`src/rtl/ps2phy_fifo.sv`:
```
`default_nettype none
// ============================================================================
// Module : ps2phy_fifo
// PS/2 device-to-host receiver: input synchronisers, device_clk glitch
// filter, frame FSM with parity/stop/timeout checks, FWFT receive FIFO.
// Optional feature macro: PS2PHY_ERRCNT_EN adds the saturating err_count port.
// Revision: 1.0 - initial release
// ============================================================================
module ps2phy_fifo #(
    parameter int CLK_HZ     = 25000000,
    parameter int FIFO_DEPTH = 8,
    parameter int FILTER_LEN = 8,
    parameter int TIMEOUT_US = 2000
) (
    input  logic                          clkin,
    input  logic                          rst,
    input  logic                          device_clk,
    input  logic                          device_dat,
    output logic [7:0]                    sym_data,
    output logic                          sym_valid,
    input  logic                          sym_ready,
    output logic [$clog2(FIFO_DEPTH):0]   level,
    output logic                          err_parity,
    output logic                          err_frame,
`ifdef PS2PHY_ERRCNT_EN
    output logic [7:0]                    err_count,
`endif
    output logic                          overflow
);

    localparam int c_AW          = $clog2(FIFO_DEPTH);
    localparam int c_TIMEOUT_CYC = CLK_HZ / 1000000 * TIMEOUT_US;
    localparam int c_TW          = $clog2(c_TIMEOUT_CYC + 1);
    localparam int c_FW          = $clog2(FILTER_LEN + 1);

    localparam logic [c_FW-1:0] c_FLT_MAX = c_FW'(FILTER_LEN - 1);
    localparam logic [c_TW-1:0] c_TO_MAX  = c_TW'(c_TIMEOUT_CYC - 1);
    localparam logic [c_AW:0]   c_DEPTH   = (c_AW + 1)'(FIFO_DEPTH);

    localparam logic [1:0] c_S_IDLE   = 2'd0;
    localparam logic [1:0] c_S_DATA   = 2'd1;
    localparam logic [1:0] c_S_PARITY = 2'd2;
    localparam logic [1:0] c_S_STOP   = 2'd3;

    logic            r_clk_s1, r_clk_s2, r_dat_s1, r_dat_s2;
    logic            r_clk_flt, r_clk_flt_d;
    logic [c_FW-1:0] r_flt_cnt;
    logic            w_edge, w_fall;

    logic [1:0]      r_state, w_state_nxt;
    logic            w_shift_en, w_par_en, w_stop_en, w_timeout, w_par_ok;
    logic [c_TW-1:0] r_to_cnt;
    logic [7:0]      r_shift;
    logic [2:0]      r_bit_cnt;
    logic            r_par;
    logic            r_push, r_err_parity, r_err_frame, r_overflow;

    logic [7:0]      r_mem [FIFO_DEPTH];
    logic [c_AW-1:0] r_wr_ptr, r_rd_ptr;
    logic [c_AW:0]   r_level;
    logic            w_pop, w_full, w_wr;

    // Bus idles high, so synchronisers and filter reset to 1 to avoid a false start edge.
    always_ff @(posedge clkin or posedge rst) begin
        if (rst) begin
            r_clk_s1    <= 1'b1;
            r_clk_s2    <= 1'b1;
            r_dat_s1    <= 1'b1;
            r_dat_s2    <= 1'b1;
            r_clk_flt   <= 1'b1;
            r_clk_flt_d <= 1'b1;
            r_flt_cnt   <= '0;
        end else begin
            r_clk_s1    <= device_clk;
            r_clk_s2    <= r_clk_s1;
            r_dat_s1    <= device_dat;
            r_dat_s2    <= r_dat_s1;
            r_clk_flt_d <= r_clk_flt;
            if (r_clk_s2 == r_clk_flt) begin
                r_flt_cnt <= '0;
            end else if (r_flt_cnt == c_FLT_MAX) begin
                r_clk_flt <= r_clk_s2;
                r_flt_cnt <= '0;
            end else begin
                r_flt_cnt <= r_flt_cnt + 1'b1;
            end
        end
    end

    assign w_edge    = r_clk_flt ^ r_clk_flt_d;
    assign w_fall    = r_clk_flt_d & ~r_clk_flt;
    assign w_timeout = (r_state != c_S_IDLE) && (r_to_cnt == c_TO_MAX);
    assign w_par_ok  = ^{r_shift, r_par};

    always_ff @(posedge clkin or posedge rst) begin
        if (rst) begin
            r_state <= c_S_IDLE;
        end else begin
            r_state <= w_state_nxt;
        end
    end

    always_comb begin
        w_state_nxt = r_state;
        case (r_state)
            c_S_IDLE:   if (w_fall && !r_dat_s2) w_state_nxt = c_S_DATA;
            c_S_DATA:   if (w_timeout) w_state_nxt = c_S_IDLE;
                        else if (w_fall && r_bit_cnt == 3'd7) w_state_nxt = c_S_PARITY;
            c_S_PARITY: if (w_timeout) w_state_nxt = c_S_IDLE;
                        else if (w_fall) w_state_nxt = c_S_STOP;
            c_S_STOP:   if (w_timeout || w_fall) w_state_nxt = c_S_IDLE;
            default:    w_state_nxt = c_S_IDLE;
        endcase
    end

    always_comb begin
        w_shift_en = 1'b0;
        w_par_en   = 1'b0;
        w_stop_en  = 1'b0;
        case (r_state)
            c_S_DATA:   w_shift_en = w_fall & ~w_timeout;
            c_S_PARITY: w_par_en   = w_fall & ~w_timeout;
            c_S_STOP:   w_stop_en  = w_fall & ~w_timeout;
            default:    ;
        endcase
    end

    always_ff @(posedge clkin or posedge rst) begin
        if (rst) begin
            r_to_cnt     <= '0;
            r_shift      <= '0;
            r_bit_cnt    <= '0;
            r_par        <= 1'b0;
            r_push       <= 1'b0;
            r_err_parity <= 1'b0;
            r_err_frame  <= 1'b0;
        end else begin
            if (r_state == c_S_IDLE || w_edge || w_timeout) begin
                r_to_cnt <= '0;
            end else begin
                r_to_cnt <= r_to_cnt + 1'b1;
            end
            if (w_shift_en) begin
                r_shift   <= {r_dat_s2, r_shift[7:1]};
                r_bit_cnt <= r_bit_cnt + 1'b1;
            end else if (r_state == c_S_IDLE) begin
                r_bit_cnt <= '0;
            end
            if (w_par_en) begin
                r_par <= r_dat_s2;
            end
            // r_shift stays stable long after the stop edge, so it feeds the FIFO directly.
            r_push       <= w_stop_en & w_par_ok & r_dat_s2;
            r_err_parity <= w_stop_en & ~w_par_ok;
            r_err_frame  <= (w_stop_en & ~r_dat_s2) | w_timeout;
        end
    end

    assign w_pop  = sym_valid & sym_ready;
    assign w_full = (r_level == c_DEPTH);
    assign w_wr   = r_push & (~w_full | w_pop);

    always_ff @(posedge clkin) begin
        if (w_wr) begin
            r_mem[r_wr_ptr] <= r_shift;
        end
    end

    always_ff @(posedge clkin or posedge rst) begin
        if (rst) begin
            r_wr_ptr   <= '0;
            r_rd_ptr   <= '0;
            r_level    <= '0;
            r_overflow <= 1'b0;
        end else begin
            if (w_wr) begin
                r_wr_ptr <= r_wr_ptr + 1'b1;
            end
            if (w_pop) begin
                r_rd_ptr <= r_rd_ptr + 1'b1;
            end
            case ({w_wr, w_pop})
                2'b10:   r_level <= r_level + 1'b1;
                2'b01:   r_level <= r_level - 1'b1;
                default: r_level <= r_level;
            endcase
            r_overflow <= r_push & w_full & ~w_pop;
        end
    end

    assign sym_valid  = (r_level != '0);
    assign sym_data   = sym_valid ? r_mem[r_rd_ptr] : 8'h00;
    assign level      = r_level;
    assign err_parity = r_err_parity;
    assign err_frame  = r_err_frame;
    assign overflow   = r_overflow;

`ifdef PS2PHY_ERRCNT_EN
    logic [7:0] r_err_count;
    logic [9:0] w_err_sum;

    assign w_err_sum = {2'b00, r_err_count} + {9'd0, r_err_parity}
                     + {9'd0, r_err_frame} + {9'd0, r_overflow};

    always_ff @(posedge clkin or posedge rst) begin
        if (rst) begin
            r_err_count <= '0;
        end else begin
            r_err_count <= (w_err_sum > 10'd255) ? 8'hFF : w_err_sum[7:0];
        end
    end

    assign err_count = r_err_count;
`endif

endmodule
`default_nettype wire

```
`config.mk`:
```
export PLATFORM = sky130hd
export DESIGN_NAME = ps2phy_fifo
export DESIGN_NICKNAME = d
export VERILOG_FILES = /design/src/rtl/ps2phy_fifo.sv
export SDC_FILE = /design/constraint.sdc
export NUM_CORES = 1
export LEC_CHECK = 0
export ABC_AREA = 0
export BUFFER_PORTS_ARGS = -buffer_cell sky130_fd_sc_hd__buf_4
export CAP_MARGIN = 40
export CORE_ASPECT_RATIO = 0.8
export CORE_MARGIN = 2
export CORE_UTILIZATION = 25
export CTS_BUF_LIST = sky130_fd_sc_hd__clkbuf_8
export CTS_CLUSTER_DIAMETER = 80
export CTS_CLUSTER_SIZE = 16
export DETAILED_ROUTE_END_ITERATION = 8
export GPL_ROUTABILITY_DRIVEN = 0
export PLACE_DENSITY = 0.47
export SLEW_MARGIN = 10
export SYNTH_ARGS = -nofsm -noshare
export SYNTH_HDL_FRONTEND = slang
export SYNTH_SLANG_ARGS = --single-unit
```
`constraint.sdc`:
```
create_clock -name clkin -period 3.18 [get_ports clkin]
set_clock_uncertainty 0.15 [all_clocks]
set_input_delay 0.477 -clock clkin [delete_from_list [all_inputs] [get_ports clkin]]
set_output_delay 0.477 -clock clkin [all_outputs]
set_load 0.01 [all_outputs]
```
Word-level counts from Yosys, hierarchy flattened
Memories as Yosys holds them, arrays and structs flattened.
Index checks and enable logic that the tools add are counted.
{"block": "op_classes", "n_eq_ne": 14, "n_reduce_logical": 15, "n_addsub": 7, "bitwise": 20, "muxes": 19}
{"operator": "adder 16 x 1 -> 16 bit, second input constant", "count": 1}
{"operator": "== test 16 bit, second input constant", "count": 1}
{"operator": "2-to-1 mux 16 bit", "count": 1}
{"operator": "2-to-1 mux 2 bit", "count": 6}
{"operator": "AND 1 bit", "count": 10}
{"operator": "adder 3 x 1 -> 3 bit, second input constant", "count": 3}
{"operator": "XOR reduction 9 bit", "count": 1}
{"operator": "adder 4 x 1 -> 4 bit, second input constant", "count": 2}
{"operator": "2-to-1 mux 4 bit", "count": 2}
{"operator": "2-to-1 mux 8 bit", "count": 1}
{"operator": "one-hot mux 2 bit (4 select lines)", "count": 1}
{"operator": "one-hot mux 4 bit (2 select lines)", "count": 1}
{"operator": "inverter 1 bit", "count": 7}
{"operator": "== test 2 bit, second input constant", "count": 3}
{"operator": "2-to-1 mux 3 bit", "count": 2}
{"operator": "!= test 3 bit, second input constant", "count": 2}
{"operator": "nonzero test 2 bit", "count": 3}
{"operator": "2-to-1 mux 1 bit", "count": 5}
{"operator": "== test 2 x 1 -> 1 bit, second input constant", "count": 2}
{"operator": "== test 4 x 3 -> 1 bit, second input constant", "count": 1}
{"operator": "== test 4 bit, second input constant", "count": 1}
{"operator": "!= test 2 bit, second input constant", "count": 2}
{"operator": "AND reduction 4 bit", "count": 1}
{"operator": "nonzero test 4 bit", "count": 1}
{"operator": "other kinds (10)", "count": 15}
{"block": "totals", "elab_cells": 95, "regBits": 54, "ram_bits": 64, "n_memories": 1}
{"memory": "r_mem", "depth": 8, "width": 8, "read_ports": 1, "rd_clocked_by_memory_dff": 0, "wr": 1, "line_no": "58", "source": "logic [7:0] r_mem [FIFO_DEPTH];"}

Longest topological paths before layout
{"block": "logic_depth", "ltp_word": 7, "mapped_depth": 8, "ltp_nobuf": 7}

Least setup slack after synthesis
Ideal clock, no wire load.
{"block": "synth_path", "path_kind": "register -> register", "from": "register r_level[0] (netlist: level[0])", "to": "memory r_mem[0][0], enable pin", "required_time_ns": 2.647, "setup_ns": 0.383, "t_arrival_ns": 1.763, "path_slack_ns": 0.884, "n_path_buf": 0, "path_stages_with_launch": 5, "path_cell_list": "dfrtp_1 nor3_1 a21boi_1 nand2b_1 nor3_1"}
{"block": "synth_via", "elab_chain_len": 6}
{"item": "start: declaration", "line_no": "60", "source": "logic [c_AW:0] r_level;"}
{"item": "start signal: assignment", "line_no": "183", "source": "2'b10: r_level <= r_level + 1'b1;"}
{"item": "start signal: assignment", "line_no": "184", "source": "2'b01: r_level <= r_level - 1'b1;"}
{"item": "start signal: assignment", "line_no": "185", "source": "default: r_level <= r_level;"}
{"item": "nonzero test 4 bit / == test 4 bit (equally long branches)", "line_no": "191, 160"}
{"item": "AND 1 bit / inverter 1 bit (equally long branches)", "line_no": "159, 161"}
{"item": "OR 1 bit *", "line_no": "161", "source": "assign w_wr = r_push & (~w_full | w_pop);"}
{"item": "AND 1 bit *", "line_no": "161"}
{"item": "2-to-1 mux 1 bit *", "line_no": "164", "source": "if (w_wr) begin"}
{"item": "2-to-1 mux 1 bit (implied by the code) *", "line_no": "165", "source": "r_mem[r_wr_ptr] <= r_shift;"}
{"item": "end: declaration", "line_no": "58"}
Every way passes the cells marked *; elsewhere a longest branch is shown, timed or not.

Final worst setup path
{"block": "layout_path", "from": "register r_rd_ptr[1]", "to": "output sym_data[6]"}
{"block": "layout_via", "elab_chain_len": 2}
{"item": "start: declaration", "line_no": "59", "source": "logic [c_AW-1:0] r_wr_ptr, r_rd_ptr;"}
{"item": "start signal: assignment", "line_no": "180", "source": "r_rd_ptr <= r_rd_ptr + 1'b1;"}
{"item": "memory read (8 x 8 bit)"}
{"item": "2-to-1 mux 8 bit", "line_no": "192", "source": "assign sym_data = sym_valid ? r_mem[r_rd_ptr] : 8'h00;"}
{"item": "end: declaration", "line_no": "19", "source": "output logic [7:0] sym_data,"}
Every way passes these cells.

==> reports/qor.csv <==
metric,value,unit
max_freq,0.367,GHz
rsz0062_at_grt,false,
post-cts-setup-buffers,0,
synth_top_area_cell,edfxtp_1,
synth-seq-cells,118,
grt_pass1_wl,15700,um
syn2layout_area_growth,18.9,%
dieWidth,163,um
criticalPathCategory,reg -> out,
startpoint,r_rd_ptr[1],
startpoint_type,register,
cp_slowest_cell,dfrtp_1,
grt_max_degree,37,
cts_inserted_buffers,17,
postRouteAntennaNets,0,
grt_pass1_vias,2733,
grt_use_total,9.99,%
slew_headroom,44.1,%
synth-edff-count,64,
irDropWorstVdd,246,uV
synth_flop_cell,edfxtp_1,
synthArstFlopShare,45.8,%
clk_path_buf_depth,2,
period_share,85.6,%
clk_pin_slew,70,ps
die_area,21300,sq um
synthCells,331,
slew_violations,0,
cp_slowest_stage_delay,820,ps
placed_cell_area,5540,sq um
num_vias,2768,
num_rows,46,
drc_errors,0,
crit_path_max_fanout,18,
timing.final.hold_violations,0,
drt-wirelength-per-cell,15.0,um
leakage,2.33,nW
cts_tree,done,
yosysWarnings,0,
syn_area,5040,sq um
coreArea,19800,sq um
synth.avg_cell_area,15.2,sq um
wl,9720,um
required,2550,ps
antenna_found_initial,0,
clk_latency,430,ps
fin_tns_setup,0,ps
outcome,"finished, final reports clean",
n_antenna_cell,0,
p_per_area,668,nW/um^2
synth.area.top_cells,"edfxtp_1, dfrtp_1, mux4_2, dfstp_2, nor2_1",
worstHoldStart,r_clk_s1,
finalNetCount,384,
cts-root-buf,clkbuf_8,
viasPerCell,4.27,
crit_path_end_kind,output port,
crit_arrival,2100,ps
multi_input_area,1680,sq um
io_pins,21,
maxCapViolCount,0,
ff_latch_area,3280,sq um
dr.pass1.iters,5,
crit_chain,mux4_2 > mux2i_1 > nor2_1 > buf_4,
cts_max_level,4,
cts.sinks,118,
start_util,25.5,%
synth_top_area_share,38.1,%
r2r-start,r_to_cnt[10],
yosysSeqAreaShare,65.1,%
io_buffers,20,
drtIter0Drc,279,
worstMarginPinSlew,836,ps
synth_cell_types,59,
drive_gt1_share,26.6,%
fin_area,5990,sq um
die_y,131,um
fillCellCount,1958,
grt-ovfl-total,0,
min_path_type,reg -> reg,
setup_violations,0,
syn_nets,344,
hpwl,6730,um
fin_crit,2720,ps
-- final cells by class --
class                   instances  area share, %
clock buffers                  17           3.90
clock inverters                15           3.19
inverters                       7          0.439
multi-input cells             196           28.0
flip-flops and latches        118           54.8
well taps                     264           5.51
repair buffers                 31           4.22
-- synth_stat cells (all sizes together) (3+ instances only) --
cell	count
nand2b	3
xor2	9
nand3	9
ha	8
and3	4
buf	7
nand4	4
and2	4
xnor2	13
nor3	6
inv	7
o21ai	9
mux2i	9
mux2	13
nor2	34
clkbuf	3
dfrtp	48
mux4	16
edfxtp	64
dfstp	6
a21oi	8
nand2	15
or3	3
-- worst paths after layout --
check / to / slack (ps) / cells after the start
worst max register to register: r_shift[0] / 790 / 4
worst min register to register: r_clk_s2 / 210 / 0
min in group asynchronous: r_to_cnt[5] / 420 / 3
worst max-delay path: sym_data[6] / 460 / 4
max in group asynchronous: r_dat_s2 / 1680 / 5
worst min-delay path: r_clk_s2 / 210 / 0
-- report_power, final --
part / internal [mW] / switching [mW] / total (mW) / leakage (nW)
clock network: 0.794 / 0.661 / 1.46 / 0.212
registers: 1.79 / 0.163 / 1.95 / 1.31
logic: 0.284 / 0.315 / 0.599 / 0.808
-- timing repair --
item                                   in CTS  in global routing
resized for setup                           0                  0
hold buffers                                3                  0
endpoints found under the hold margin      15                  0
setup endpoints to repair                   0                  0
-- flip-flops by register name (all words and copies together), names as in the netlist --
signal	count
r_push	1
r_rd_ptr	3
r_clk_flt	1
r_shift	8
r_clk_s1	1
r_bit_cnt	3
r_clk_s2	1
r_flt_cnt	4
err_parity	1
r_state	2
r_mem	64
r_par	1
r_dat_s1	1
overflow	1
r_wr_ptr	3
r_dat_s2	1
r_to_cnt	16
level	4
r_clk_flt_d	1
err_frame	1
-- critical path: cells and delay by family (launching register included) --
family                 cells  cell delay (ps)
and+or+nand+nor            1               70
DFF                        1              820
buffers and inverters      1              160
muxes                      2              620
-- cells by family (layout without fill, tap and decap cells) --
group,after synthesis,count (layout),share of synthesized area [%]
compound gates,30,30,4.42
fa+ha+maj,8,8,1.99
flops,118,118,65.1
buf+inv,17,70,1.64
xor+xnor,23,23,4.27
mux,38,38,11.9
simple gates,97,97,10.7
-- layer usage --
metal  part of all wire, %  track usage [%]  up-vias
met1                    51             14.3     1401
met5                     0                0        -
met3                   3.5             3.00        7
li1                      -                -     1311
met2                    45             14.2       49
met4                  0.97             3.90        0
-- cells in the final DEF (no fill, tap or decap), drive strengths merged, types with 13 or more instances in the layout --
cell and n:
mux4 16, mux2 13, nand2 15, inv 13, buf 28, edfxtp 64
nor2 34, clkbuf 17, dfrtp 48, xnor2 13
-- stage by stage --
step                power (mW)  util (%)  hold slack (ps)  worst slack (ps)  cells
global route              4.22      30.3              212               295    648
finish                    4.00      30.3              207               458    648
global placement          2.56      27.8              197               807    611
detailed placement        2.59      28.0              197               808    613
CTS                       4.06      30.3              202               371    648
floorplan                 2.40         -              195               884    331
No activity file was read; power rests on OpenSTA's default activity.
